`config.mk`:
```
export PLATFORM = sky130hd
export DESIGN_NAME = cmac_tag_verifier
export DESIGN_NICKNAME = d
export VERILOG_FILES = /design/src/rtl/cmac_tag_verifier.sv
export SDC_FILE = /design/constraint.sdc
export NUM_CORES = 2
export LEC_CHECK = 0
export ABC_AREA = 1
export CAP_MARGIN = 30
export CORE_AREA = 2 2 254 256
export CTS_CLUSTER_SIZE = 40
export DETAILED_ROUTE_END_ITERATION = 7
export DIE_AREA = 0 0 256 258
export PLACE_DENSITY_LB_ADDON = 0.05
export SLEW_MARGIN = 30
export SYNTH_ARGS = -nofsm -noshare
export SYNTH_HDL_FRONTEND = slang
export SYNTH_SLANG_ARGS = --single-unit
```
`constraint.sdc`:
```
create_clock -name clk -period 4.51 [get_ports clk]
set_input_delay 0.902 -clock clk [delete_from_list [all_inputs] [get_ports clk]]
set_output_delay 0.902 -clock clk [all_outputs]
set_load 0.01 [all_outputs]
```
`src/rtl/cmac_tag_verifier.sv`:
```
// Receive-side AES-CMAC check: derives subkeys, chains message blocks through a
// shared AES-128 engine, and compares the resulting MAC against a latched tag.
module cmac_tag_verifier #(
  parameter int           TAG_BYTES = 16,
  parameter logic [127:0] RB        = 128'h87
) (
  input  logic         clk,
  input  logic         reset,
  input  logic         start,
  input  logic [127:0] exp_tag,
  input  logic         msg_valid,
  output logic         msg_ready,
  input  logic [127:0] msg_data,
  input  logic         msg_last,
  input  logic [4:0]   msg_bytes,
  output logic         aes_req,
  output logic [127:0] aes_din,
  input  logic         aes_ack,
  input  logic [127:0] aes_dout,
  output logic         busy,
  output logic         result_valid,
  output logic         tag_ok,
  output logic [127:0] computed_tag
);

  localparam logic [2:0] IDLE     = 3'd0;
  localparam logic [2:0] SUBKEY   = 3'd1;
  localparam logic [2:0] WAIT_BLK = 3'd2;
  localparam logic [2:0] ENC      = 3'd3;
  localparam logic [2:0] DONE     = 3'd4;

  localparam int CMP_W = 8 * TAG_BYTES;

  logic [2:0]   state_reg;
  logic [127:0] x_reg;
  logic [127:0] l_reg;
  logic [127:0] k1_reg;
  logic [127:0] k2_reg;
  logic [127:0] exp_reg;
  logic [127:0] din_reg;
  logic [127:0] computed_reg;
  logic         last_reg;
  logic         tag_ok_reg;

  logic [127:0] pad_data;
  logic [127:0] block_in;
  logic [127:0] k1_next;
  logic         full_block;
  logic         tag_match;

  function automatic logic [127:0] dbl(input logic [127:0] v);
    return {v[126:0], 1'b0} ^ (v[127] ? RB : 128'h0);
  endfunction

  // Byte 0 sits in the top byte; bytes past the valid count become 80 00 .. 00.
  generate
    for (genvar gi = 0; gi < 16; gi++) begin : g_pad
      assign pad_data[127-8*gi -: 8] =
        (msg_bytes > 5'(gi))  ? msg_data[127-8*gi -: 8] :
        (msg_bytes == 5'(gi)) ? 8'h80 : 8'h00;
    end
  endgenerate

  // Any count of 16 or more on a last block is a complete block.
  assign full_block = msg_bytes[4];
  assign block_in   = !msg_last  ? msg_data :
                      full_block ? (msg_data ^ k1_reg) : (pad_data ^ k2_reg);
  assign k1_next    = dbl(aes_dout);
  assign tag_match  = (aes_dout[127 -: CMP_W] == exp_reg[127 -: CMP_W]);

  always_ff @(posedge clk) begin
    if (reset) begin
      state_reg    <= IDLE;
      x_reg        <= '0;
      l_reg        <= '0;
      k1_reg       <= '0;
      k2_reg       <= '0;
      exp_reg      <= '0;
      din_reg      <= '0;
      computed_reg <= '0;
      last_reg     <= 1'b0;
      tag_ok_reg   <= 1'b0;
    end else begin
      case (state_reg)
        IDLE: begin
          if (start) begin
            exp_reg      <= exp_tag;
            din_reg      <= '0;
            computed_reg <= '0;
            tag_ok_reg   <= 1'b0;
            state_reg    <= SUBKEY;
          end
        end
        SUBKEY: begin
          if (aes_ack) begin
            l_reg     <= aes_dout;
            k1_reg    <= k1_next;
            k2_reg    <= dbl(k1_next);
            x_reg     <= '0;
            state_reg <= WAIT_BLK;
          end
        end
        WAIT_BLK: begin
          if (msg_valid) begin
            din_reg   <= x_reg ^ block_in;
            last_reg  <= msg_last;
            state_reg <= ENC;
          end
        end
        ENC: begin
          if (aes_ack) begin
            x_reg <= aes_dout;
            if (last_reg) begin
              computed_reg <= aes_dout;
              tag_ok_reg   <= tag_match;
              state_reg    <= DONE;
            end else begin
              state_reg <= WAIT_BLK;
            end
          end
        end
        DONE:    state_reg <= IDLE;
        default: state_reg <= IDLE;
      endcase
    end
  end

  assign msg_ready    = (state_reg == WAIT_BLK);
  assign aes_req      = (state_reg == SUBKEY) || (state_reg == ENC);
  assign aes_din      = din_reg;
  assign busy         = (state_reg != IDLE);
  assign result_valid = (state_reg == DONE);
  assign tag_ok       = tag_ok_reg;
  assign computed_tag = computed_reg;

endmodule
```
* Word level (Yosys, flattened, before mapping)
Cells that the tools add are included.
** Storage, ports and cells
- Register bits after elaboration :: 773
- Input bits :: 395
- Output and inout bits :: 261
- Logic and storage cells :: 124
** Operators by class
- Magnitude comparators :: 16
- Equal/unequal tests :: 25
- Muxes and demuxes :: 55
- Bitwise logic cells :: 5
- Reductions and logical operators :: 14
** Operators by type and width (count)
- two-way mux 128 bit :: 8
- case mux 128 bit (2 select lines) :: 3
- XOR 128 bit :: 3
- two-way mux 8 bit :: 34
- XOR 128 x 8 -> 128 bit :: 2
- equality test 128 bit :: 1
- equality test 5 x 4 -> 1 bit, second input constant :: 8
- greater-than comparator 5 x 4 -> 1 bit, second input constant :: 8
- equality test 5 x 3 -> 1 bit, second input constant :: 4
- greater-than comparator 5 x 3 -> 1 bit, second input constant :: 4
- two-way mux 3 bit :: 5
- case mux 3 bit (4 select lines) :: 1
- equality test 5 x 2 -> 1 bit, second input constant :: 2
- greater-than comparator 5 x 1 -> 1 bit, second input constant :: 2
- greater-than comparator 5 x 2 -> 1 bit, second input constant :: 2
- != test 2 bit, second input constant :: 5
- AND reduction 4 bit :: 2
- equality test 3 x 2 -> 1 bit, second input constant :: 2
- AND reduction 2 bit :: 3
- AND reduction 3 bit :: 2
- nonzero test 2 bit :: 3
- equality test 5 x 1 -> 1 bit, second input constant :: 1
- zero test 5 bit :: 1
- equality test 3 x 1 -> 1 bit, second input constant :: 1
- 6 further kinds :: 8

* Depth between registers and ports, before layout
- Word-level depth :: 9
- Gate-level depth with buffers :: 14
- Gate-level depth less buffers :: 12

* Least setup slack after synthesis
OpenSTA, ideal clock, no wires.
- Kind :: in2reg
- From :: input port msg_bytes[1]
- To :: register din_reg[126], in the netlist aes_din[126]
- Setup time :: 0.132 ns
- Arrival time :: 2.042 ns
- Required time :: 4.378 ns
- Slack :: 2.335 ns
- Stages on the path :: 12
- Path buffers :: 2
- Cells stage by stage :: buf_4 nor2_1 nand2_1 inv_2 nand2_4 buf_6 nand3_1 nand2_1 o21ai_1 nand3_1 nand3_1 a21oi_1
** Between the ends
- Longest elaborated chain between the ends :: 8
** Ends and longest elaborated chain
- start, declared :: line 15 : input logic [4:0] msg_bytes,
- greater-than comparator 5 x 1 -> 1 bit :: line 59 : (msg_bytes > 5'(gi)) ? msg_data[127-8*gi -: 8] :
- two-way mux 8 bit :: line 59
- XOR 128 bit :: line 67 : full_block ? (msg_data ^ k1_reg) : (pad_data ^ k2_reg);
- two-way mux 128 bit :: line 67
- two-way mux 128 bit :: line 66 : assign block_in = !msg_last ? msg_data :
- XOR 128 bit :: line 105 : din_reg <= x_reg ^ block_in;
- two-way mux 128 bit :: line 104 : if (msg_valid) begin
- case mux 128 bit (2 select lines) :: line 84 : case (state_reg)
- end signal, assigned :: line 105
- end, declared :: line 40 : logic [127:0] din_reg;
No other way between the ends. The select of a mux whose other input is x is not followed.
A chain may end at the register's enable or synchronous reset.

* Final worst setup path
- From :: input port msg_bytes[1]
- To :: register din_reg[119], in the netlist aes_din[119]
** Between the ends
- Longest elaborated chain between the ends :: 9
- Elaborated cells between the ends (all ways) :: 10
- Those cells by class :: 1 x order compare; 1 x eq/ne; 6 x mux; 2 x bitwise
** Ends and longest elaborated chain (line)
- branches (longest 2 deep; another with greater-than comparator 5 x 1 -> 1 bit)
- two-way mux 8 bit * :: 59
- XOR 128 bit * :: 67
- two-way mux 128 bit * :: 67
- two-way mux 128 bit * :: 66
- XOR 128 bit * :: 105
- two-way mux 128 bit * :: 104
- case mux 128 bit (2 select lines) * :: 84
Mark *: on every way between the ends. The select of a mux whose other input is x is not followed.

==> impl_metrics.csv <==
group,metric,value,unit
status,status,"complete, no violations",
synthesis,yosys.area.top_type,"dfxtp_1",
routing,drtIter0Drc,3682,
clocking,cts_max_level,3,
routing,drc_errors,0,
synthesis,syn_area,32400,um2
clocking,cts_buffers,72,
min_path,worstHoldStart,"computed_tag[35]$_SDFFE_PP0P_",
synthesis,synthCells,4803,
setup_path,required,5040,ps
synthesis,synth_cell_types,35,
setup_path,crit_family,"simple AND/OR/NAND/NOR gates",
die,coreArea,63600,um2
sta,fmaxAchievable,335,MHz
sta,fin_hold_ws,459,ps
power,ir_drop,315,uV
routing,viasPerCell,5.59,
routing,wl_met3,13600,um
job,drv_cap,0,
synthesis,synth_edf_count,0,
synthesis,synth_largest_type_area_fraction,40.0,%
placed_design,io_buffers,655,
setup_path,cp-end-kind,"flop",
sta,finalCritPeriodShare,66.2,%
clocking,cts_sinks,648,
sta,period_minus_slack,2980,ps
die,fp-row-count,93,
routing,dr_wl_met2,58600,um
die,fp.dieH,258,um
setup_path,cp_max_fo,18,
clocking,cts_resized,0,
setup_path,worst_ep_arrival_time,3510,ps
die,dieArea,66000,um2
die,die_w,256,um
setup_path,reg2reg_to,"tag_ok$_SDFFE_PP0P_",
min_path,hp-class,"reg2reg",
synthesis,postSynthAreaPerCell,6.76,um2
clocking,post_cts_buffers,0,
clocking,clockBufferDepth,3,
sta,tightest_slew,1020,ps
setup_path,cp_slowest_cell,"clkdlybuf4s50_1",
global_route,grt_max_degree,154,
power,p_total,16.5,mW
sta,fin_worst_skew,16.3,ps
setup_path,cp.buffers_inverters,2,
clocking,worstSkewPairLatency,620,ps
setup_path,rrSetupSlack,1790,ps
finish,finalNetCount,5668,
sta,hold_viol,0,
setup_path,ff2ff_path_depth,9,
die,io_pins,656,
die,start_util,51.0,%
finish,layout_commonest_cell,"nand2_1",
setup_path,reg2reg_from,"state_reg[1]$_SDFFE_PP0P_",
sta,tns,0,ps
global_route,grt_use_total,38.4,%
sta,relSlewSlack,31.9,%
min_path,hold_end,"computed_tag[35]$_SDFFE_PP0P_",
global_route,grt_pass1_wl,195000,um
sta,slew_violations,0,
synthesis,syn_nets,5198,
routing,detail_route.wl_per_cell,21.3,um
sta,rsz0062_at_grt,"no",
finish,final_cell_mix,"nand2_1 (1347), a21oi_1 (683), clkdlybuf4s50_1 (651)",
global_route,grt_antenna_before_repair,37,
synthesis,async_flop_share,0,%
placed_design,hpwlAfterDp,90300,um
synthesis,yosys-top-cells-area,"dfxtp_1 (40%), nand2_1 (16%), a21oi_1 (11%), nand3_1 (6.4%), o21ai_0 (5.3%)",
finish,drive_above_1_share,4.53,%
routing,wl_met1,53200,um
global_route,overflow,0,
routing,drt_wl_total,132000,um
min_path,worstHoldPathCells,2,
global_route,grt_pass1_vias,30921,
finish,area.growth.synth_to_final,28.6,%
clocking,hold_buffers,0,
setup_path,worst-setup-path-type,"in2reg",
clocking,cts_tree,"done",
finish,fillCellCount,5784,
power,leakagePower,15.8,nW
clocking,cts_root_buf,"clkbuf_16",
power,powerDensity,396,nW/um2
synthesis,synth_ff_type,"dfxtp_1",
setup_path,cp_cell_sequence,"clkdlybuf4s50_1 -> nor2_1 -> nand2_1 -> inv_2 -> nand2_4 -> nand3_1 -> nand2_1 -> o21ai_0 -> nand2_1 -> nand2_1 -> nand3_1 -> a21oi_1",
synthesis,ys_seq_elements,648,
synthesis,yosysWarnings,0,
synthesis,synth-seq-area-share,40.0,%
setup_path,path_common_cell,"nand2_1",
clocking,clkSlewWorstSetupHoldPaths,60,ps
routing,vias,34686,
setup_path,start_kind,"input pin",
routing,highest_layer,"met5",
setup_path,cpPeakStageDelay,580,ps
routing,postRouteAntennaNets,0,
routing,dr.pass1.iters,6,
sta,setup_viol,0,
placed_design,place.gp.congestion,0.904,
[synthesized netlist by cell type (3+ instances only)]
cell type / number
nand2_1: 1347
a21oi_1: 683
dfxtp_1: 648
nand3_1: 414
o21ai_0: 343
inv_1: 330
nor2_1: 257
xnor2_1: 181
clkbuf_1: 172
buf_2: 80
o21bai_1: 61
or2_2: 59
nand3b_1: 55
xor2_1: 42
buf_1: 34
nand4_1: 23
buf_4: 11
o211ai_1: 9
inv_2: 8
nand2_2: 8
nor3_1: 7
o22ai_1: 6
or2_1: 5
o21ai_1: 4
a31oi_1: 3
[layout make-up]
type	instances	area, um2	share of cell area, %
diodes	26	65.1	0.156
repair buffers	695	6990	16.7
flip-flops and latches	648	13000	31.1
multi-input cells	3517	17000	40.6
clock buffers	112	2220	5.31
inverters	339	1300	3.11
clock inverters	14	180	0.432
well taps	855	1070	2.56
[per-layer routing]
| metal | vias to the layer above | track usage [%] |
|---|---|---|
| li1 | 16590 | - |
| met1 | 16030 | 50.1 |
| met2 | 1754 | 59.2 |
| met3 | 286 | 9.09 |
| met4 | 26 | 19.8 |
| met5 | - | 0 |
[worst max-delay path by stage]
stage,to,start,cells after the start
floorplan,aes_din[126]$_SDFFE_PP0P_,msg_bytes[1],12
global placement,aes_din[123]$_SDFFE_PP0P_,msg_bytes[1],11
detailed placement,aes_din[119]$_SDFFE_PP0P_,msg_bytes[1],11
CTS,aes_din[119]$_SDFFE_PP0P_,msg_bytes[1],12
global route,aes_din[119]$_SDFFE_PP0P_,msg_bytes[1],12
finish,aes_din[119]$_SDFFE_PP0P_,msg_bytes[1],12
[metrics by stage]
step	util, %	instance area [um2]	instances	setup slack, ps
2_1_floorplan	-	32400	4803	2340
3_3_place_gp	61.7	39200	6053	1060
3_5_place_dp	61.7	39200	6053	980
4_1_cts	65.4	41600	6179	1580
5_1_grt	65.6	41700	6203	1270
6_report	65.6	41700	6206	1530
[logic make-up (layout without fill, tap and decap cells)]
family,count (synthesis),after routing,synth area share (%)
AOI/OAI and AO/OA,1114,1114,17.8
other,0,26,0
DFF,648,648,40.0
buffers and inverters,638,1160,7.86
xor gates and xnor gates,223,223,6.02
and+or+nand+nor,2180,2180,28.3
[where the power goes]
part	total, mW	leakage, nW	internal [mW]	switching, mW
Clock	6.08	1.18	3.60	2.48
Sequential	6.56	5.27	6.20	0.365
Combinational	3.89	9.38	1.47	2.41
[worst reg2reg max path, stage by stage (launching register included)]
cell     delay [ps]
dfxtp_1         480
inv_2           150
nor2_8          530
nand2_1         180
a22oi_2         320
buf_4           550
nand2_1         130
nor2_1          120
nand3_1          80
a21oi_1         120
Note: power is estimated with default switching activity, not from simulation.
